**src/rtl/router_pkg.sv**
```systemverilog
// Shared definitions for the NUM_PORTS router controller: state encoding and
// the default port/address geometry.
package router_pkg;

   localparam int RTR_NUM_PORTS = 3;
   localparam int RTR_ADDR_W    = 2;

   typedef enum logic [3:0] {
      DECODE_ADDRESS     = 4'h1,
      LOAD_FIRST_DATA    = 4'h2,
      LOAD_DATA          = 4'h3,
      WAIT_TILL_EMPTY    = 4'h4,
      FIFO_FULL_STATE    = 4'h5,
      LOAD_AFTER_FULL    = 4'h6,
      LOAD_PARITY        = 4'h7,
      CHECK_PARITY_ERROR = 4'h8,
      DROP_PACKET        = 4'h9
   } state_t;

endpackage

```
**src/rtl/router_sat_counter.sv**
```systemverilog
// Saturating up-counter with enable and synchronous clear.
module router_sat_counter #(
   parameter int CNT_W = 8
) (
   input  logic             clock,
   input  logic             clear,
   input  logic             enable,
   output logic [CNT_W-1:0] count
);

   always_ff @(posedge clock) begin
      if (clear)
         count <= '0;
      else if (enable && (count != '1))
         count <= count + CNT_W'(1);
   end

endmodule

```
**src/rtl/router_fsm_np.sv**
```systemverilog
// Router control FSM for NUM_PORTS destination FIFOs, with invalid-address and
// wait-timeout packet dropping plus a saturating drop counter.
module router_fsm_np
   import router_pkg::*;
#(
   parameter int NUM_PORTS = RTR_NUM_PORTS,
   parameter int ADDR_W    = RTR_ADDR_W,
   parameter int WAIT_MAX  = 64,
   parameter int CNT_W     = 8
) (
   input  logic                 clock,
   input  logic                 resetn,
   input  logic                 pkt_valid,
   input  logic [ADDR_W-1:0]    data_in,
   input  logic                 parity_done,
   input  logic                 low_pkt_valid,
   input  logic                 fifo_full,
   input  logic [NUM_PORTS-1:0] fifo_empty,
   input  logic [NUM_PORTS-1:0] soft_reset,
   output logic                 busy,
   output logic                 detect_add,
   output logic                 lfd_state,
   output logic                 ld_state,
   output logic                 laf_state,
   output logic                 full_state,
   output logic                 write_enb_reg,
   output logic                 rst_int_reg,
   output logic                 drop_state,
   output logic [ADDR_W-1:0]    dest_addr,
   output logic                 drop_pulse,
   output logic [CNT_W-1:0]     drop_count
);

   localparam int WC_W = (WAIT_MAX > 1) ? $clog2(WAIT_MAX) : 1;

   state_t              state, next_state;
   logic [WC_W-1:0]     wait_cnt;
   logic [2**ADDR_W-1:0] empty_ext, sr_ext;
   logic                hdr_ok, timeout, drop_enter;

   // Pad per-port flags to the full address space so any address indexes safely.
   always_comb begin
      empty_ext = '0;
      sr_ext    = '0;
      empty_ext[NUM_PORTS-1:0] = fifo_empty;
      sr_ext[NUM_PORTS-1:0]    = soft_reset;
   end

   assign hdr_ok  = (int'(data_in) < NUM_PORTS);
   assign timeout = (WAIT_MAX != 0) && (wait_cnt == WC_W'(WAIT_MAX - 1));

   always_comb begin
      next_state = state;
      unique case (state)
         DECODE_ADDRESS: begin
            if (pkt_valid) begin
               if (!hdr_ok)
                  next_state = DROP_PACKET;
               else if (empty_ext[data_in])
                  next_state = LOAD_FIRST_DATA;
               else
                  next_state = WAIT_TILL_EMPTY;
            end
         end
         WAIT_TILL_EMPTY: begin
            if (empty_ext[dest_addr])
               next_state = LOAD_FIRST_DATA;
            else if (timeout)
               next_state = DROP_PACKET;
         end
         LOAD_FIRST_DATA: next_state = LOAD_DATA;
         LOAD_DATA: begin
            if (fifo_full)
               next_state = FIFO_FULL_STATE;
            else if (!pkt_valid)
               next_state = LOAD_PARITY;
         end
         FIFO_FULL_STATE: begin
            if (!fifo_full)
               next_state = LOAD_AFTER_FULL;
         end
         LOAD_AFTER_FULL: begin
            if (parity_done)
               next_state = DECODE_ADDRESS;
            else if (low_pkt_valid)
               next_state = LOAD_PARITY;
            else
               next_state = LOAD_DATA;
         end
         LOAD_PARITY: next_state = CHECK_PARITY_ERROR;
         CHECK_PARITY_ERROR: begin
            if (fifo_full)
               next_state = FIFO_FULL_STATE;
            else
               next_state = DECODE_ADDRESS;
         end
         DROP_PACKET: begin
            if (!pkt_valid)
               next_state = DECODE_ADDRESS;
         end
         default: next_state = DECODE_ADDRESS;
      endcase
      if (sr_ext[dest_addr] && (state != DECODE_ADDRESS) && (state != DROP_PACKET))
         next_state = DECODE_ADDRESS;
   end

   assign drop_enter = (next_state == DROP_PACKET) && (state != DROP_PACKET);

   always_ff @(posedge clock) begin
      if (!resetn) begin
         state      <= DECODE_ADDRESS;
         dest_addr  <= '0;
         wait_cnt   <= '0;
         drop_pulse <= 1'b0;
      end else begin
         state      <= next_state;
         drop_pulse <= drop_enter;
         if (state == DECODE_ADDRESS && pkt_valid)
            dest_addr <= data_in;
         // Counter only advances while remaining in WAIT; any entry/exit zeroes it.
         if (state == WAIT_TILL_EMPTY && next_state == WAIT_TILL_EMPTY)
            wait_cnt <= wait_cnt + WC_W'(1);
         else
            wait_cnt <= '0;
      end
   end

   router_sat_counter #(.CNT_W(CNT_W)) u_drop_cnt (
      .clock  (clock),
      .clear  (!resetn),
      .enable (drop_enter),
      .count  (drop_count)
   );

   assign detect_add    = (state == DECODE_ADDRESS);
   assign lfd_state     = (state == LOAD_FIRST_DATA);
   assign ld_state      = (state == LOAD_DATA);
   assign laf_state     = (state == LOAD_AFTER_FULL);
   assign full_state    = (state == FIFO_FULL_STATE);
   assign rst_int_reg   = (state == CHECK_PARITY_ERROR);
   assign drop_state    = (state == DROP_PACKET);
   assign write_enb_reg = (state == LOAD_DATA) || (state == LOAD_AFTER_FULL) ||
                          (state == LOAD_PARITY);
   assign busy          = (state == LOAD_FIRST_DATA) || (state == LOAD_PARITY) ||
                          (state == FIFO_FULL_STATE) || (state == LOAD_AFTER_FULL) ||
                          (state == WAIT_TILL_EMPTY) || (state == CHECK_PARITY_ERROR);

endmodule

```
**config.mk**
```make
export PLATFORM = sky130hd
export DESIGN_NAME = router_fsm_np
export DESIGN_NICKNAME = d
export VERILOG_FILES = /design/src/rtl/router_pkg.sv /design/src/rtl/router_sat_counter.sv /design/src/rtl/router_fsm_np.sv
export SDC_FILE = /design/constraint.sdc
export NUM_CORES = 1
export LEC_CHECK = 0
export CAP_MARGIN = 10
export CORE_MARGIN = 3
export CORE_UTILIZATION = 40
export CTS_CLUSTER_DIAMETER = 60
export DETAILED_ROUTE_END_ITERATION = 10
export GPL_TIMING_DRIVEN = 0
export PLACE_DENSITY_LB_ADDON = 0.25
export SLEW_MARGIN = 10
export SYNTH_ARGS = -nofsm -noshare
export SYNTH_HDL_FRONTEND = slang
export SYNTH_SLANG_ARGS = --single-unit
```
**constraint.sdc**
```tcl
create_clock -name clock -period 2.8 [get_ports clock]
set_input_delay 0.56 -clock clock [delete_from_list [all_inputs] [get_ports clock]]
set_output_delay 0.56 -clock clock [all_outputs]
set_load 0.1 [all_outputs]
```
== Yosys cells after proc, flatten, opt, wreduce, memory -nomap -nowiden ==
Index checks and enable logic that the tools add are counted.
Cells by class
  $mul: 0
  reductions and logical operators: 14
  eq/ne operators: 15
  shift operators: 0
  $add $sub $neg: 2
  bitwise logic cells: 0
  divide/modulo/power cells: 0
  magnitude comparators: 3
  muxes and demuxes: 20
Operators with widths (number)
  2-to-1 mux 4 bit: 9
  case mux 4 bit (9 select lines): 1
  equality test 4 x 3 -> 1 bit, second input constant: 5
  equality test 4 bit, second input constant: 3
  2-to-1 mux 3 bit: 4
  adder 8 x 1 -> 8 bit, second input constant: 1
  equality test 4 x 2 -> 1 bit, second input constant: 2
  inequality test 8 bit, second input constant: 1
  logical OR 1 bit: 7
  adder 6 x 1 -> 6 bit, second input constant: 1
  binary-select mux 1 bit (select 2 bit): 3
  equality test 6 bit, second input constant: 1
  logical AND 1 bit: 6
  < comparator 2 x 3 -> 1 bit, second input constant: 2
  equality test 4 x 1 -> 1 bit, second input constant: 1
  inequality test 4 x 1 -> 1 bit, second input constant: 1
  inequality test 4 bit, second input constant: 1
  2-to-1 mux 1 bit: 3
  < comparator 2 bit, second input constant: 1
  AND reduction 2 bit: 1
Word-level totals
  input bits: 14
  memories kept: 0
  output and inout bits: 20
  flip-flop bits (word level): 21
  bits in read-only memories: 0
  logic and storage cells: 59
  RAM bits: 0
  bits in latches: 0

== Logic depth before layout (Yosys ltp) ==
Gate-level depths: netlist of the first run.
  word-level depth: 10
  mapped depth: 8
  depth with buffers taken out: 7

== Hierarchy ==
From an unflattened synthesis of the first run, not the netlist that was laid out.
Unflattened totals
  cells, all modules: 164
  area, all modules: 1361.3 sq um
By module, submodules not included
  router_fsm_np: seq. area each 260.2 sq um, area each 930.9 sq um, cells an instance 118, times used 1
  router_sat_counter: seq. area each 160.2 sq um, area each 430.4 sq um, cells an instance 46, times used 1

== Worst setup path before layout of the first run ==
No wires, ideal clock.
  path kind: register -> register
  from: reg state[1]
  to: reg u_drop_cnt.count[3]
  clock period less this slack: 3.834 ns
  path buffers: 1
  library setup time: 0.070 ns
  path slack: -1.034 ns
  arrival: 3.763 ns
  data required time: 2.730 ns
  cell stages (with the launch flop): 8
  cells stage by stage: dfxtp_1 > nor4b_2 > o211ai_1 > and3b_1 > or3_4 > buf_6 > or4_1 > a21oi_1
On the way
  elaborated cells on any way between the ends: 25
  classes of those cells: eq/ne (12); mux (9); reduce/logical (4)
RTL lines
  from (decl): line router_fsm_np.sv:36  | state_t state, next_state;
  from (signal assigned): line router_fsm_np.sv:116  | state <= next_state;
  equality test 4 bit
  named net rst_int_reg: line router_fsm_np.sv:27  | output logic rst_int_reg,
  case mux 4 bit (9 select lines): line router_fsm_np.sv:54  | unique case (state)
  2-to-1 mux 4 bit: line router_fsm_np.sv:103  | if (sr_ext[dest_addr] && (state != DECODE_ADDRESS) && (state != DROP_PACKET))
  equality test 4 bit: line router_fsm_np.sv:107  | assign drop_enter = (next_state == DROP_PACKET) && (state != DROP_PACKET);
  logical AND 1 bit: line router_fsm_np.sv:107
  logical AND 1 bit: line router_sat_counter.sv:14  | else if (enable && (count != '1))
  to (signal assigned): line router_sat_counter.sv:15  | count <= count + CNT_W'(1);
  to (decl): line router_sat_counter.sv:8  | output logic [CNT_W-1:0] count
The timed path passes the listed nets, and every way through them passes these cells.
A chain may end at the register's enable or synchronous reset.

== Worst setup path in the final report of the first run ==
  from: in fifo_full
  to: reg wait_cnt[2]
On the way
  word-level cells in the longest chain between the ends: 6
  elaborated cells on any way between the ends: 8
  classes of those cells: eq/ne (1); mux (5); reduce/logical (2)
RTL lines
  from (decl): line router_fsm_np.sv:17  | input logic fifo_full,
  2-to-1 mux 4 bit, or another cell as far along: line router_fsm_np.sv:79  | if (!fifo_full)
  case mux 4 bit (9 select lines) (*): line router_fsm_np.sv:54
  2-to-1 mux 4 bit (*): line router_fsm_np.sv:103
  equality test 4 x 3 -> 1 bit (*): line router_fsm_np.sv:121  | if (state == WAIT_TILL_EMPTY && next_state == WAIT_TILL_EMPTY)
  logical AND 1 bit (*): line router_fsm_np.sv:121
  AND reduction 2 bit (no source line) (*)
  to (signal assigned): line router_fsm_np.sv:122  | wait_cnt <= wait_cnt + WC_W'(1);
  to (decl): line router_fsm_np.sv:37  | logic [WC_W-1:0] wait_cnt;
Every way passes the cells marked *; elsewhere a longest branch is shown, timed or not.

==> metrics, run 1 <==
max_slew headroom 0.351; Die Wd 64.0 um; final hold slack 0.463 ns; Cell Area, Synth 0.00135 mm^2; pin count of the biggest net entering global routing 13; Netlist cell types 53; port bufs 33; Ys Warns 0; number of global-route vias before repair 1304; critical path type in -> reg; worst setup margin 0.187 ns; Setup crit start kind input pin; # nets final 218; H-tree depth 1; commonest non-fill, non-tap cell in the layout clkdlybuf4s50_1; RSZ-0062 raised after global routing no; P per Cell Area 812 mW/mm^2; multi-input logic area 891 um^2; ys flop type dfxtp_1; Sum Neg Setup Slack 0 ns; post-layout min period 2.61 ns; number of hold buffers added after cts 0; VDD IR max 0.000416 V; first-pass GRT wire length 6110 um; initial antenna violation count 0; Worst-Skew Late Latency 0.31 ns; cts bufs inserted 3; Initial DRT Pass Iterations 5; Placer Congestion 0.851; Post-Place Worst Slack -0.213 ns; Synth Area per Inst 8.31 um^2; vias per std cell 5.61; syn_nets 178; clock buffer depth 2; FILL cells 305; Crit Path Max Fanout 6; # rows 20; CTS root buffer clkbuf_4; Die Area 0.00410 mm^2; max-slew violations 0; WL/cell 14.3 um; Total GRT Usage 0.184; most frequent cells in the layout clkdlybuf4s50_1, nor2_1, dfxtp_1; DRC violations left 0; Synth Register Bits 21; Worst Skew 0.00873 ns; layout cell share with drive strength beyond 1 0.149; status finished clean; grt total ovfl 0; Worst setup EP type flop; Tightest Pin Transition 0.971 ns; Post-synth EDFFs 0; hold crit path type reg -> reg; final hold viol count 0; required time of the critical path 3.06 ns; Vias 1374; Sink Count 21; critical path arrival 2.87 ns; clock slew at reported path FFs 0.12 ns; Pleak 0.655 nW; DRT iter0 DRCs 88; Initial Utilization 0.430; Diodes inserted 0; Core Area 0.00313 mm^2; Final Cycle Share 0.933; register area share after synthesis 0.312; Synth-to-Final Area Change 34.1%; Ports 34; post-DP HPWL 2720 um; sequential cell area 424 um^2; Routed WL 3490 um; CTS tree yes; Max-Cap Viols 0; Syn Inst Count 162; final setup violation count 0; Post-synth ARST share 0; chip height 64.0 um; fmax 383 MHz; Post-DRT Antenna Nets 0
-- report_power, final --
part / switching (mW) / total (mW) / leakage (nW) / internal, mW
combinational: 0.626 / 0.925 / 0.466 / 0.299
sequential: 0.0622 / 0.392 / 0.171 / 0.330
clock: 0.0953 / 0.149 / 0.0177 / 0.0534
-- stage by stage --
stage	utilization	cells	cell area [um^2]	total power, mW
2_1_floorplan	-	162	1390	1.11
3_3_place_gp	0.566	239	1770	1.30
3_5_place_dp	0.566	239	1770	1.32
4_1_cts	0.574	243	1800	1.45
5_1_grt	0.577	245	1810	1.55
6_report	0.577	245	1810	1.47
-- worst paths after layout --
path / from / end / slack (ns) / depth (start not counted)
max: fifo_full / wait_cnt[2] / 0.19 / 10
min: wait_cnt[0] / wait_cnt[0] / 0.46 / 1
max reg2reg: state[2] / u_drop_cnt.count[3] / 0.28 / 7
min reg2reg: wait_cnt[0] / wait_cnt[0] / 0.46 / 1
-- timing repair --
item | 4_1_cts | 5_1_grt
pin swaps | 0 | 1
endpoints found under the setup margin | 9 | 14
resized for setup | 15 | 7
buffers inserted | 0 | 2
-- sequential cells by signal, summed over array words and instances, names as in the netlist --
| register | cells |
|---|---|
| state | 4 |
| drop_pulse | 1 |
| dest_addr | 2 |
| u_drop_cnt.count | 8 |
| wait_cnt | 6 |
-- routing by layer --
layer	vias up	global-route usage	wire [um]
met5	-	0	0
met4	0	0.0377	15
met3	2	0.0351	223
met2	40	0.293	1650
met1	645	0.256	1600
li1	687	-	-
-- Yosys cell counts (2+ instances only) --
| library cell | instances | area share |
|---|---|---|
| a21oi_1 | 10 | 0.037 |
| a2bb2oi_1 | 2 | 0.013 |
| a311oi_1 | 2 | 0.013 |
| a31oi_1 | 3 | 0.014 |
| and2_1 | 3 | 0.014 |
| and3_1 | 2 | 0.0093 |
| buf_6 | 2 | 0.017 |
| clkbuf_1 | 3 | 0.0084 |
| dfxtp_1 | 21 | 0.31 |
| ha_1 | 2 | 0.019 |
| inv_1 | 7 | 0.020 |
| mux2i_1 | 7 | 0.052 |
| nand2_1 | 7 | 0.020 |
| nand2b_1 | 2 | 0.0093 |
| nand3_1 | 7 | 0.026 |
| nand3b_1 | 3 | 0.017 |
| nor2_1 | 21 | 0.059 |
| nor3_1 | 4 | 0.015 |
| nor3b_1 | 2 | 0.011 |
| nor4b_2 | 3 | 0.033 |
| o211ai_1 | 2 | 0.011 |
| o21ai_0 | 8 | 0.030 |
| o31ai_1 | 3 | 0.017 |
| or3_1 | 2 | 0.0093 |
| or4_1 | 3 | 0.017 |
| xnor2_1 | 4 | 0.026 |
-- worst max-delay path, cell delays in order --
cell,delay (ns)
clkdlybuf4s50_1,0.55
and4bb_2,0.26
a211o_1,0.26
a222oi_1,0.23
buf_4,0.18
buf_4,0.10
nand4bb_1,0.08
or3_1,0.33
clkbuf_1,0.17
nor2_1,0.13
-- logic make-up (layout without fill, tap and decap cells) --
family / count (synthesis) / count (layout) / share of synthesized area
adders and majority gates: 2 / 2 / 0.0186
buffers and inverters: 14 / 53 / 0.0539
xor gates and xnor gates: 5 / 5 / 0.0325
muxes: 7 / 7 / 0.0520
DFF: 21 / 21 / 0.312
and+or+nand+nor: 71 / 71 / 0.318
AOI/OAI and AO/OA: 42 / 42 / 0.213
-- cell type report --
class	count	area share
Inverter	7	0.0146
Timing Repair Buffer	35	0.185
Buffer	7	0.0263
Clock inverter	1	0.00277
Sequential cell	21	0.235
Clock buffer	3	0.0125
Multi-Input combinational cell	127	0.493
Tap cell	44	0.0305
No activity file was read; power rests on OpenSTA's default activity.
==> inputs of run 2 (changes only) <==
--- a/config.mk
+++ b/config.mk
@@ -5,6 +5,7 @@
 export SDC_FILE = /design/constraint.sdc
 export NUM_CORES = 1
 export LEC_CHECK = 0
+export ABC_CLOCK_PERIOD_IN_PS = 2800
 export CAP_MARGIN = 10
 export CORE_MARGIN = 3
 export CORE_UTILIZATION = 40
==> results of run 2 <==
No change in the layout: final DEF, timing and power equal those of run 1.
